<file path="src/rtl/fcmp_issue.sv">
// fcmp_issue: front-end issuer and in-order writeback collector for the
// single-cycle float less-or-equal comparator. Each request (fle/flt/fge/fgt)
// is mapped onto one le compare by operand swap plus result inversion.
// A circular tracking queue holds {tag, inv, filled, flag} per request so
// results are matched in order and handed to writeback under ready/valid.

module fcmp_issue #(
    parameter int TAG_W = 5,
    parameter int DEPTH = 4
) (
    input  logic             sys_clk,
    input  logic             rstn,

    input  logic             in_valid,
    output logic             in_ready,
    input  logic [1:0]       in_op,
    input  logic [31:0]      in_a,
    input  logic [31:0]      in_b,
    input  logic [TAG_W-1:0] in_tag,

    output logic             cmp_valid,
    output logic [31:0]      cmp_x1,
    output logic [31:0]      cmp_x2,
    input  logic             cmp_res_valid,
    input  logic [31:0]      cmp_res,

    output logic             wb_valid,
    input  logic             wb_ready,
    output logic [TAG_W-1:0] wb_tag,
    output logic [31:0]      wb_data,
    output logic             wb_flag,

    output logic             err
);

    localparam int PTR_W = (DEPTH > 1) ? $clog2(DEPTH) : 1;
    localparam int CNT_W = $clog2(DEPTH + 1);
    localparam logic [31:0] FP_ONE = 32'h3f80_0000;

    typedef struct packed {
        logic [TAG_W-1:0] tag;
        logic             inv;
        logic             filled;
        logic             flag;
    } entry_t;

    entry_t           ent_q [DEPTH];
    logic [PTR_W-1:0] alloc_ptr;
    logic [PTR_W-1:0] fill_ptr;
    logic [PTR_W-1:0] head_ptr;
    logic [CNT_W-1:0] count;     // allocated entries, filled or not
    logic [CNT_W-1:0] pend_cnt;  // allocated entries still awaiting a result
    logic             err_q;

    logic             op_swap;
    logic             op_inv;
    logic             issue;
    logic             fill;
    logic             pop;
    logic             spurious;
    entry_t           new_ent;
    entry_t           head_ent;

    // Op decode: flt/fge swap operands, flt/fgt invert the le result.
    // NOTE: every always_comb output gets a default first, so no path can
    // leave it unassigned and infer a latch.
    always_comb begin
        op_swap = 1'b0;
        op_inv  = 1'b0;
        case (in_op)
            2'b00:   begin op_swap = 1'b0; op_inv = 1'b0; end  // fle
            2'b01:   begin op_swap = 1'b1; op_inv = 1'b1; end  // flt = !(b <= a)
            2'b10:   begin op_swap = 1'b1; op_inv = 1'b0; end  // fge = (b <= a)
            default: begin op_swap = 1'b0; op_inv = 1'b1; end  // fgt = !(a <= b)
        endcase
    end

    // Credit is taken from the registered occupancy only, so wb_ready never
    // reaches in_ready combinationally; the comparator always has a slot.
    assign in_ready  = (count < CNT_W'(DEPTH));
    assign issue     = in_valid && in_ready;
    assign cmp_valid = issue;
    assign cmp_x1    = op_swap ? in_b : in_a;
    assign cmp_x2    = op_swap ? in_a : in_b;

    // A result with nothing outstanding is a protocol error and is dropped.
    assign fill     = cmp_res_valid && (pend_cnt != '0);
    assign spurious = cmp_res_valid && (pend_cnt == '0);

    assign head_ent = ent_q[head_ptr];
    assign wb_valid = head_ent.filled;
    assign wb_tag   = head_ent.tag;
    assign wb_flag  = head_ent.flag;
    assign wb_data  = head_ent.flag ? FP_ONE : 32'h0;
    assign pop      = wb_valid && wb_ready;
    assign err      = err_q;

    assign new_ent = '{tag: in_tag, inv: op_inv, filled: 1'b0, flag: 1'b0};

    // Tracking queue: allocate on issue, fill in order, clear on pop.
    // Issue, fill and pop never target the same entry in one cycle: issue
    // needs a free slot, fill an unfilled one, pop a filled one.
    // NOTE: the entry array is reset as well as the pointers; it is tiny and
    // this keeps wb_tag/wb_flag/wb_data at 0 out of reset instead of X.
    always_ff @(posedge sys_clk or negedge rstn) begin
        if (!rstn) begin
            for (int i = 0; i < DEPTH; i++) begin
                ent_q[i] <= '0;
            end
            alloc_ptr <= '0;
            fill_ptr  <= '0;
            head_ptr  <= '0;
        end else begin
            // NOTE: sequential state uses non-blocking assignments so every
            // read in this block sees the pre-edge value.
            if (issue) begin
                ent_q[alloc_ptr] <= new_ent;
                alloc_ptr        <= alloc_ptr + PTR_W'(1);
            end
            if (fill) begin
                ent_q[fill_ptr].filled <= 1'b1;
                ent_q[fill_ptr].flag   <= (cmp_res != 32'h0) ^ ent_q[fill_ptr].inv;
                fill_ptr               <= fill_ptr + PTR_W'(1);
            end
            if (pop) begin
                ent_q[head_ptr] <= '0;
                head_ptr        <= head_ptr + PTR_W'(1);
            end
        end
    end

    // Occupancy and outstanding-result counters.
    always_ff @(posedge sys_clk or negedge rstn) begin
        if (!rstn) begin
            count    <= '0;
            pend_cnt <= '0;
        end else begin
            case ({issue, pop})
                2'b10:   count <= count + CNT_W'(1);
                2'b01:   count <= count - CNT_W'(1);
                default: count <= count;
            endcase
            case ({issue, fill})
                2'b10:   pend_cnt <= pend_cnt + CNT_W'(1);
                2'b01:   pend_cnt <= pend_cnt - CNT_W'(1);
                default: pend_cnt <= pend_cnt;
            endcase
        end
    end

    // Sticky protocol error, cleared only by reset.
    always_ff @(posedge sys_clk or negedge rstn) begin
        if (!rstn) begin
            err_q <= 1'b0;
        end else if (spurious) begin
            err_q <= 1'b1;
        end
    end

endmodule

</file>
<file path="config.mk">
export PLATFORM = sky130hd
export DESIGN_NAME = fcmp_issue
export DESIGN_NICKNAME = d
export VERILOG_FILES = /design/src/rtl/fcmp_issue.sv
export SDC_FILE = /design/constraint.sdc
export NUM_CORES = 1
export LEC_CHECK = 0
export ABC_AREA = 1
export BUFFER_PORTS_ARGS = -buffer_cell sky130_fd_sc_hd__buf_4
export CELL_PAD_IN_SITES_DETAIL_PLACEMENT = 1
export CELL_PAD_IN_SITES_GLOBAL_PLACEMENT = 2
export CORE_ASPECT_RATIO = 0.8
export CORE_MARGIN = 5
export CORE_UTILIZATION = 23
export CTS_CLUSTER_SIZE = 12
export DETAILED_ROUTE_END_ITERATION = 10
export PLACE_DENSITY = 0.94
export SYNTH_ARGS = -nofsm -noshare
export SYNTH_HDL_FRONTEND = slang
export SYNTH_SLANG_ARGS = --single-unit
</file>
<file path="constraint.sdc">
create_clock -name sys_clk -period 2.88 [get_ports sys_clk]
set_input_delay 0.144 -clock sys_clk [delete_from_list [all_inputs] [get_ports sys_clk]]
set_output_delay 0.144 -clock sys_clk [all_outputs]
set_load 0.05 [all_outputs]
</file>
Word-level counts from Yosys, hierarchy flattened
Cells that the tools add are included.
{ "op_classes": {"reduce_logical": 15, "n_mux": 27, "n_addsub": 7, "bitwise_logic": 6, "magnitude_cmp": 7, "n_eq_ne": 6} }
{ "op_table": {"columns": ["operator", "n"], "rows": [
  ["$mux 32", 5],
  ["$bwmux 32", 3],
  ["$demux 8 s2", 4],
  ["$and 32x32->32", 1],
  ["$bmux 8 s2", 2],
  ["$mux 8", 4],
  ["$not 32->32", 1],
  ["$reduce_bool 32->1", 1],
  ["$mux 30", 1],
  ["$pmux 3 s2", 2],
  ["$ge 3x3->1 const B", 3],
  ["$lt 3x1->1 const B", 3],
  ["$not 2->3", 3],
  ["$logic_and 1x1->1", 7],
  ["$add 2x1->2 const B", 3],
  ["$add 3x1->3 const B", 2],
  ["$eq 2x1->1 const B", 3],
  ["$eq 2x2->1 const B", 3],
  ["$mux 3", 2],
  ["$sub 3x1->3 const B", 2],
  ["$reduce_bool 2->1", 2],
  ["$reduce_or 2->1", 2],
  ["$logic_not 3->1", 1],
  ["$lt 3x3->1 const B", 1],
  ["5 further kinds", 7]
]} }
{ "totals": {"elab_cells": 90, "out_inout_bits": 106, "reg_bits": 45, "inputBits": 108} }

Logic depth before layout (Yosys ltp)
Gate-level depths: netlist of the first run.
{ "depth": {"depth_word": 12, "ltp_mapped": 13, "depth_no_buf": 13} }

Least setup slack after synthesis of the first run
OpenSTA, ideal clock, no wires.
{ "synth_timing": {"path_type": "reg2out", "start": "register head_ptr[0]", "end": "output port wb_data[23]", "path_stages_with_launch": 6, "t_required_ns": 2.736, "n_path_buf": 2, "t_arrival_ns": 2.300, "slack_ns": 0.436, "cell_sequence": "dfrtp_1 -> inv_2 -> clkbuf_1 -> nor2_1 -> o22ai_1 -> buf_4"} }
{ "synth_between": {"elab_chain_cells": 5} }
{ "synth_lines": {"columns": ["element", "line", "source"], "rows": [
  ["from (decl)", "50", "logic [PTR_W-1:0] head_ptr;"],
  ["from (signal assigned)", "127", "head_ptr <= head_ptr + PTR_W'(1);"],
  ["$not 2->3 (implied by the code)", "90", "assign head_ent = ent_q[head_ptr];"],
  ["$bmux 8 s2", "90", null],
  ["$mux 8 (implied by the code) (2 in a row)", "90", null],
  ["named net wb_flag", "31", "output logic wb_flag,"],
  ["$mux 30", "94", "assign wb_data = head_ent.flag ? FP_ONE : 32'h0;"],
  ["to (decl)", "30", "output logic [31:0] wb_data,"]
]} }
The timed path passes the listed nets, and every way through them passes these cells. The select of a mux whose other input is x is not followed.

Worst setup path in the final report of the first run
{ "layout_timing": {"start": "register head_ptr[0]", "end": "register count[2]"} }
{ "layout_between": {"elab_chain_cells": 7, "elab_cells_between_ends": 9, "classes_between": "2 x eq/ne; 4 x mux; 1 x bitwise; 2 x reduce/logical"} }
{ "layout_lines": {"columns": ["element", "line", "source"], "rows": [
  ["$not 2->3 (implied by the code) (*)", "90", null],
  ["$bmux 8 s2 (*)", "90", null],
  ["$mux 8 (implied by the code) (*) (2 in a row)", "90", null],
  ["$logic_and 1x1->1 (*)", "95", "assign pop = wb_valid && wb_ready;"],
  ["$eq 2x1->1 or $eq 2x2->1 (tied branches)", "138", "case ({issue, pop})"],
  ["$pmux 3 s2 or $reduce_bool 2->1 (tied branches)", null, null],
  ["to (signal assigned)", "139", "2'b10: count <= count + CNT_W'(1);"],
  ["to (signal assigned)", "140", "2'b01: count <= count - CNT_W'(1);"],
  ["to (signal assigned)", "141", "default: count <= count;"],
  ["to (decl)", "51", "logic [CNT_W-1:0] count;"]
]} }
Mark *: on every way between the ends. The rest lies on a longest branch, timed or not. The select of a mux whose other input is x is not followed.
A chain may end at the register's enable or synchronous reset.

==> results by group, run 1 <==
STA
  • Worst Skew: 6.64 ps
  • Max Fclk: 426 MHz
  • Actual slew at the worst max-slew pin: 590 ps
  • Tcrit/Tclk final: 0.814
  • PnR worst setup slack: about 530 ps
  • Setup TNS: 0 ps
  • RSZ-0062 raised after global routing: no
  • Pins over their slew limit: 0
  • Max-slew headroom: 0.607
  • Endpoints failing hold: 0
  • Final Critical Period: 2350 ps
  • Setup violators final: 0

Synth
  • Synth async-reset ratio: 1.00
  • Library cells used by synthesis: 25
  • Synth Flop Type: dfrtp_1
  • Ys Warns: 0
  • Post-synthesis cell area: between 3000 and 4000 µm²
  • Synth Register Bits: 45
  • Most common library cells after synthesis: nand2_1, nor2_1, a21oi_1
  • Cell accounting for the most synthesized area: dfrtp_1
  • Cells after synthesis: between 500 and 600
  • EDFF count, synth: 0
  • Syn Area/Cell: 6.76 µm²
  • Count leader, synth: nand2_1
  • Register area share after synthesis: 0.325
  • Top-area cell type share of the netlist area: 0.325
  • Synth area leaders: dfrtp_1, nand2_1, a21oi_1, nor2_1, o21ai_0

Setup path
  • Worst Path Max Fanout: 17
  • CP endpoint kind: flop
  • Crit start category: flop
  • Worst stage delay on the critical path: 460 ps
  • CP Buf/Inv Count: 4
  • R2r endpoint: count[2]$_DFFE_PN0P_
  • Slowest CP cell: dfrtp_1
  • CP required: around 3100 ps
  • CP startpoint: head_ptr[0]$_DFFE_PN0N_
  • FF-to-FF setup slack: 530 ps
  • Critical path cell sequence: inv_2 > nand2_1 > nand3_1 > nand2_1 > inv_2 > nand2_4 > inv_2 > ha_1 > inv_1 > fa_1 > a21oi_1 > o21ai_0 > xor2_1
  • FF-to-FF path depth: 13
  • CP Class: flop to flop
  • Crit path DAT: about 2500 ps
  • Reg-to-reg startpoint: head_ptr[0]$_DFFE_PN0N_
  • Crit-path most repeated cell: inv_2
  • Crit-path leading delay family: adder cells

Hold path
  • Hold EP: err$_DFFE_PN0P_
  • Hold path start: cmp_res_valid
  • Worst hold path type: primary input to flop
  • Worst Hold Depth: 2

Clock network
  • H-tree depth: 2
  • Total clock buffers created by CTS: 5
  • Clock tree sinks: 45
  • CTS resizes: 0
  • Max clock buf depth: 2
  • Root Driver: clkbuf_16
  • Clock Pin Slew Worst Setup and Hold Paths: 70 ps
  • Clk_lat worst skew: 290 ps
  • Cts hold-fix bufs: 1
  • TritonCTS clock tree: done
  • Postcts setup bufs: 0

Layout
  • Area growth syn-to-layout: 48.1%
  • Final core occ: 0.344
  • FILL cells: approximately 1,900
  • Layout cells sized above 1: 0.313
  • Final cell count without fillers: approximately 900
  • # diodes: 0
  • Nets@finish: 814

Pwr
  • Leakage: between 0.002 and 0.003 µW
  • Internal power: 1350 µW
  • Clock power frac: 0.305
  • Pwr dens: 440 nW/µm²
  • Gate power share: 0.415
  • Worst VDD drop: between 200 and 250 µV
  • Psw: 909 µW
  • Total power: between 2000 and 2500 µW
  • Switch share: 0.403
  • Register share of total power: 0.280

Routing
  • ANT nets after route: 0
  • DR WL met3: roughly 1400 µm
  • Via count: 3,781
  • Final wirelength: about 13,000 µm
  • DRC violations left: 0
  • Starting DRT DRC Count: 110
  • DR WL/cell: 14.6 µm
  • TritonRoute pass-1 iters: 4
  • M1 WL: 5320 µm
  • Top routing layer in use: met4
  • Met2 wire length: ~6000 µm
  • Vias per cell: 4.31

Floorplan
  • Die ar.: approximately 18,000 µm²
  • Die height: 120 µm
  • DIE WIDTH: 147 µm
  • Cell Rows: 40
  • Num ports: 214
  • Core area: between 10,000 and 15,000 µm²
  • Initial core utilization: 0.232

GRT
  • Global-route wire length before repair: 20,200 µm
  • Initial antenna violation count: 0
  • Largest net degree at the start of global routing: 53
  • GRT Util Overall: 0.141
  • Number of global-route vias before repair: roughly 3,900
  • Total grt overflow: 0

Run status
  • Status: finished clean

Run
  • Maxcap violations: 0

Placement
  • IO buf count: ~190
  • GP Congestion: 0.833
  • Post-Place Cells: 869
  • DP HPWL: 10,500 µm
  • Worst slack, placed: 528 ps
==> per-stage QoR <==
step	hold WS, ps	cell area [µm²]
floorplan	-152	3560
global placement	186	4950
detailed placement	194	4950
CTS	90.5	5130
global route	103	5130
finish	99.9	5130
==> per-layer routing <==
layer  track usage  vias to the layer above
li1              -                     1923
met1         0.169                     1710
met2         0.235                      141
met3        0.0657                        7
met4        0.0227                        0
met5             0                        -
==> worst max path at each step <==
stage,to,slack (ps),cells past startpoint
finish,count[2]$_DFFE_PN0P_,530,13
global route,count[2]$_DFFE_PN0P_,290,13
CTS,count[2]$_DFFE_PN0P_,530,13
detailed placement,count[2]$_DFFE_PN0P_,530,13
global placement,count[2]$_DFFE_PN0P_,620,13
floorplan,wb_data[23],440,5
==> area by class of cell <==
cell class                      instances  area [µm²]  area share
Multi-Input combinational cell        378        1890       0.367
Timing Repair Buffer                  193        1460       0.285
Sequential cell                        45        1130       0.219
Inverter                               65         245      0.0478
Tap cell                              189         236      0.0461
Clock buffer                            6         139      0.0270
Clock inverter                          2        37.5     0.00731
==> worst register-to-register path: stages (launching register included) <==
cell     delay, ps
dfrtp_1        460
inv_2          260
nand2_1        100
nand3_1         80
nand2_1         60
inv_2           70
nand2_4        110
inv_2          100
ha_1           140
inv_1           70
fa_1           380
a21oi_1        150
o21ai_0        110
xor2_1         150
==> cells in the final DEF (no fill, tap or decap), types with 2 or more instances in the layout <==
cell type    n
nor2_4       4
nand2_2      3
clkbuf_16    5
fa_1         2
o211ai_1     2
xor2_1       4
conb_1      25
inv_2        4
buf_4      191
xnor2_1      3
dfrtp_1     45
nand2_1     97
ha_1        15
nand3_1     20
o22ai_1      6
o21ai_1      2
inv_1       60
o21ai_0     50
a21oi_1     66
nor2_1      75
==> logic make-up (layout without fill, tap and decap cells) <==
group / Yosys count / count (layout) / synth area share
AOI/OAI and AO/OA: 127 / 127 / 0.188
xor gates and xnor gates: 7 / 7 / 0.0177
adders and majority gates: 18 / 18 / 0.0693
buffers and inverters: 114 / 266 / 0.161
DFF: 45 / 45 / 0.325
other: 1 / 25 / 0.00108
and+or+nand+nor: 201 / 201 / 0.239
==> registers in the layout, summed over array words and instances (netlist names) <==
register	flops
alloc_ptr	2
count	3
fill_ptr	2
pend_cnt	3
head_ptr	2
ent_q	32
err	1
==> power groups by stage <==
stage	logic [µW]	registers, µW	clock network (µW)
4_1_cts	947	632	706
3_3_place_gp	941	644	0
2_1_floorplan	620	644	0
6_report	936	632	690
3_5_place_dp	943	644	0
5_1_grt	1000	631	734
Note: power is estimated with default switching activity, not from simulation.
==> run 2, diff against run 1 <==
--- a/config.mk
+++ b/config.mk
@@ -11,10 +11,10 @@
 export CELL_PAD_IN_SITES_GLOBAL_PLACEMENT = 2
 export CORE_ASPECT_RATIO = 0.8
 export CORE_MARGIN = 5
-export CORE_UTILIZATION = 23
+export CORE_UTILIZATION = 21
 export CTS_CLUSTER_SIZE = 12
 export DETAILED_ROUTE_END_ITERATION = 10
-export PLACE_DENSITY = 0.94
+export PLACE_DENSITY = 0.87
 export SYNTH_ARGS = -nofsm -noshare
 export SYNTH_HDL_FRONTEND = slang
 export SYNTH_SLANG_ARGS = --single-unit
==> constraint.sdc (replaced) <==
create_clock -name sys_clk -period 2.4 [get_ports sys_clk]
set_input_delay 0.12 -clock sys_clk [delete_from_list [all_inputs] [get_ports sys_clk]]
set_output_delay 0.12 -clock sys_clk [all_outputs]
set_load 0.05 [all_outputs]
==> run 2 against run 1 <==
Effect of this change: critical path depth stayed put; combinational power is 21% higher; flip-flop and latch count stayed put; sequential power is 20% higher; utilization is 2.9 points lower; via count is 0.48% higher; count of clock-buffer cells in the layout stayed put; cell count is 3.8% higher; clock skew is 2.2 ps higher; worst hold slack worse by 18 ps; largest power group unchanged.
==> results by group, run 2 (same netlist as run 1, synthesis figures left out) <==
Run status
  • Status: finished clean

Setup path
  • Slowest CP cell: dfrtp_1
  • CP required: 2570 ps
  • Crit start category: flop
  • CP endpoint kind: flop
  • Critical path cell sequence: inv_2 > nand2_1 > nand3_1 > nand2_1 > inv_2 > nand2_4 > inv_2 > ha_1 > inv_1 > fa_1 > a21oi_1 > o21ai_0 > xor2_1
  • CP Class: flop to flop
  • CP Buf/Inv Count: 4
  • Crit-path most repeated cell: inv_2
  • Worst stage delay on the critical path: 460 ps
  • Worst Path Max Fanout: 8
  • Crit-path leading delay family: adder cells
  • Crit path DAT: 2380 ps

Routing
  • Final wirelength: 13,000 µm
  • DR WL/cell: 14.3 µm
  • TritonRoute pass-1 iters: 4
  • Via count: approximately 3,800
  • ANT nets after route: 0
  • Vias per cell: around 4.2
  • Starting DRT DRC Count: 110
  • DRC violations left: 0

STA
  • Endpoints failing hold: 0
  • RSZ-0062 raised after global routing: no
  • Max-slew headroom: 0.601
  • Pins over their slew limit: 0
  • Final Critical Period: 2200 ps
  • Tcrit/Tclk final: 0.918
  • Hold slack: 81.5 ps
  • Setup TNS: 0 ps
  • Setup violators final: 0
  • Actual slew at the worst max-slew pin: 599 ps
  • Worst Skew: 8.80 ps
  • Max Fclk: 454 MHz

Clock network
  • Clock Pin Slew Worst Setup and Hold Paths: 70 ps
  • Max clock buf depth: 2
  • Clock tree sinks: 45
  • Clk_lat worst skew: 290 ps
  • H-tree depth: 2
  • CTS resizes: 0
  • Root Driver: clkbuf_16
  • Total clock buffers created by CTS: 5
  • TritonCTS clock tree: done

Placement
  • IO buf count: 188
  • DP HPWL: between 10,000 and 15,000 µm
  • GP Congestion: 0.779

Floorplan
  • Die height: 125 µm
  • Core area: about 16,000 µm²
  • Initial core utilization: 0.211
  • Die ar.: between 15,000 and 20,000 µm²
  • Cell Rows: 42
  • DIE WIDTH: 154 µm
  • Num ports: 214

Layout
  • # diodes: 0
  • Most frequent cells in the layout: buf_4, nand2_1, nor2_1, a21oi_1, inv_1
  • Top reg by flops: ent_q
  • Layout cells sized above 1: 0.317
  • Top Registers: ent_q x32, count x3, pend_cnt x3
  • Most common cell after layout, fill and taps aside: buf_4
  • Area growth syn-to-layout: 49.3%
  • Max FFs per register: 32
  • Nets@finish: 816

Run
  • Maxcap violations: 0

GRT
  • Initial antenna violation count: 0
  • Largest net degree at the start of global routing: 58
  • Number of global-route vias before repair: between 4,000 and 5,000
  • Global-route wire length before repair: approximately 21,000 µm
  • Total grt overflow: 0
  • GRT Util Overall: 0.129

Pwr
  • Gate power share: 0.431
  • Switch share: 0.419
  • Pwr dens: 505 nW/µm²
  • Clock power frac: 0.279
  • Worst VDD drop: a little over 300 µV
  • Internal power: 1520 µW
  • Leakage: 0.00267 µW
  • Psw: 1090 µW
  • Register share of total power: 0.290

Hold path
  • Worst hold path type: primary input to flop
## run 2: metal layers
layer | share of wire | wire length, µm | up-vias | global-route usage
met5 | 0 | 0 | - | 0
met4 | 0.0032 | 42 | 0 | 0.00935
met3 | 0.13 | 1670 | 4 | 0.0681
met2 | 0.46 | 6040 | 152 | 0.219
met1 | 0.40 | 5250 | 1722 | 0.152
li1 | - | - | 1921 | -
## run 2: area by class of cell
| type | count | area, µm² |
|---|---|---|
| Fill cell | 2096 | 11200 |
| Multi-Input combinational cell | 378 | 1890 |
| Timing Repair Buffer | 195 | 1480 |
| Sequential cell | 45 | 1130 |
| Tap cell | 220 | 275 |
| Inverter | 65 | 245 |
| Clock buffer | 6 | 139 |
| Clock inverter | 2 | 17.5 |
## run 2: path summary, 6_finish.rpt
| path | startpoint | to | slack (ps) | cells after the start |
|---|---|---|---|---|
| min in group asynchronous | rstn | ent_q[7]$_DFF_PN0_ | 380 | 2 |
| worst min-delay path | cmp_res_valid | err$_DFFE_PN0P_ | 80 | 2 |
| max in group asynchronous | rstn | fill_ptr[1]$_DFFE_PN0N_ | 1620 | 2 |
| worst min register to register | pend_cnt[0]$_DFFE_PN0P_ | pend_cnt[0]$_DFFE_PN0P_ | 470 | 1 |
| worst max register to register | head_ptr[0]$_DFFE_PN0N_ | count[2]$_DFFE_PN0P_ | 200 | 13 |
| worst max-delay path | head_ptr[0]$_DFFE_PN0N_ | count[2]$_DFFE_PN0P_ | 200 | 13 |
## run 2: metrics by stage
stage | utilization | area (µm²) | setup slack [ps] | power, µW | std cells
final | 0.316 | 5170 | 197 | 2610 | 911
after global routing | 0.316 | 5170 | 31.9 | 2730 | 911
after CTS | 0.316 | 5170 | 158 | 2640 | 911
after detailed placement | 0.305 | 5010 | 161 | 1910 | 902
after global placement | 0.305 | 5010 | 231 | 1900 | 902
after floorplan | - | 3560 | 182 | 1520 | 537
## run 2: power groups by stage
stage	registers, µW	clock network (µW)	logic (µW)
2_1_floorplan	773	0	744
3_3_place_gp	773	0	1130
3_5_place_dp	773	0	1130
4_1_cts	758	743	1140
5_1_grt	758	772	1200
6_report	758	728	1130
## run 2: timing repair
item,4_1_cts,5_1_grt
endpoints found under the setup margin,0,0
buffers inserted,0,0
endpoints found under the hold margin,45,0
hold buffers,1,0
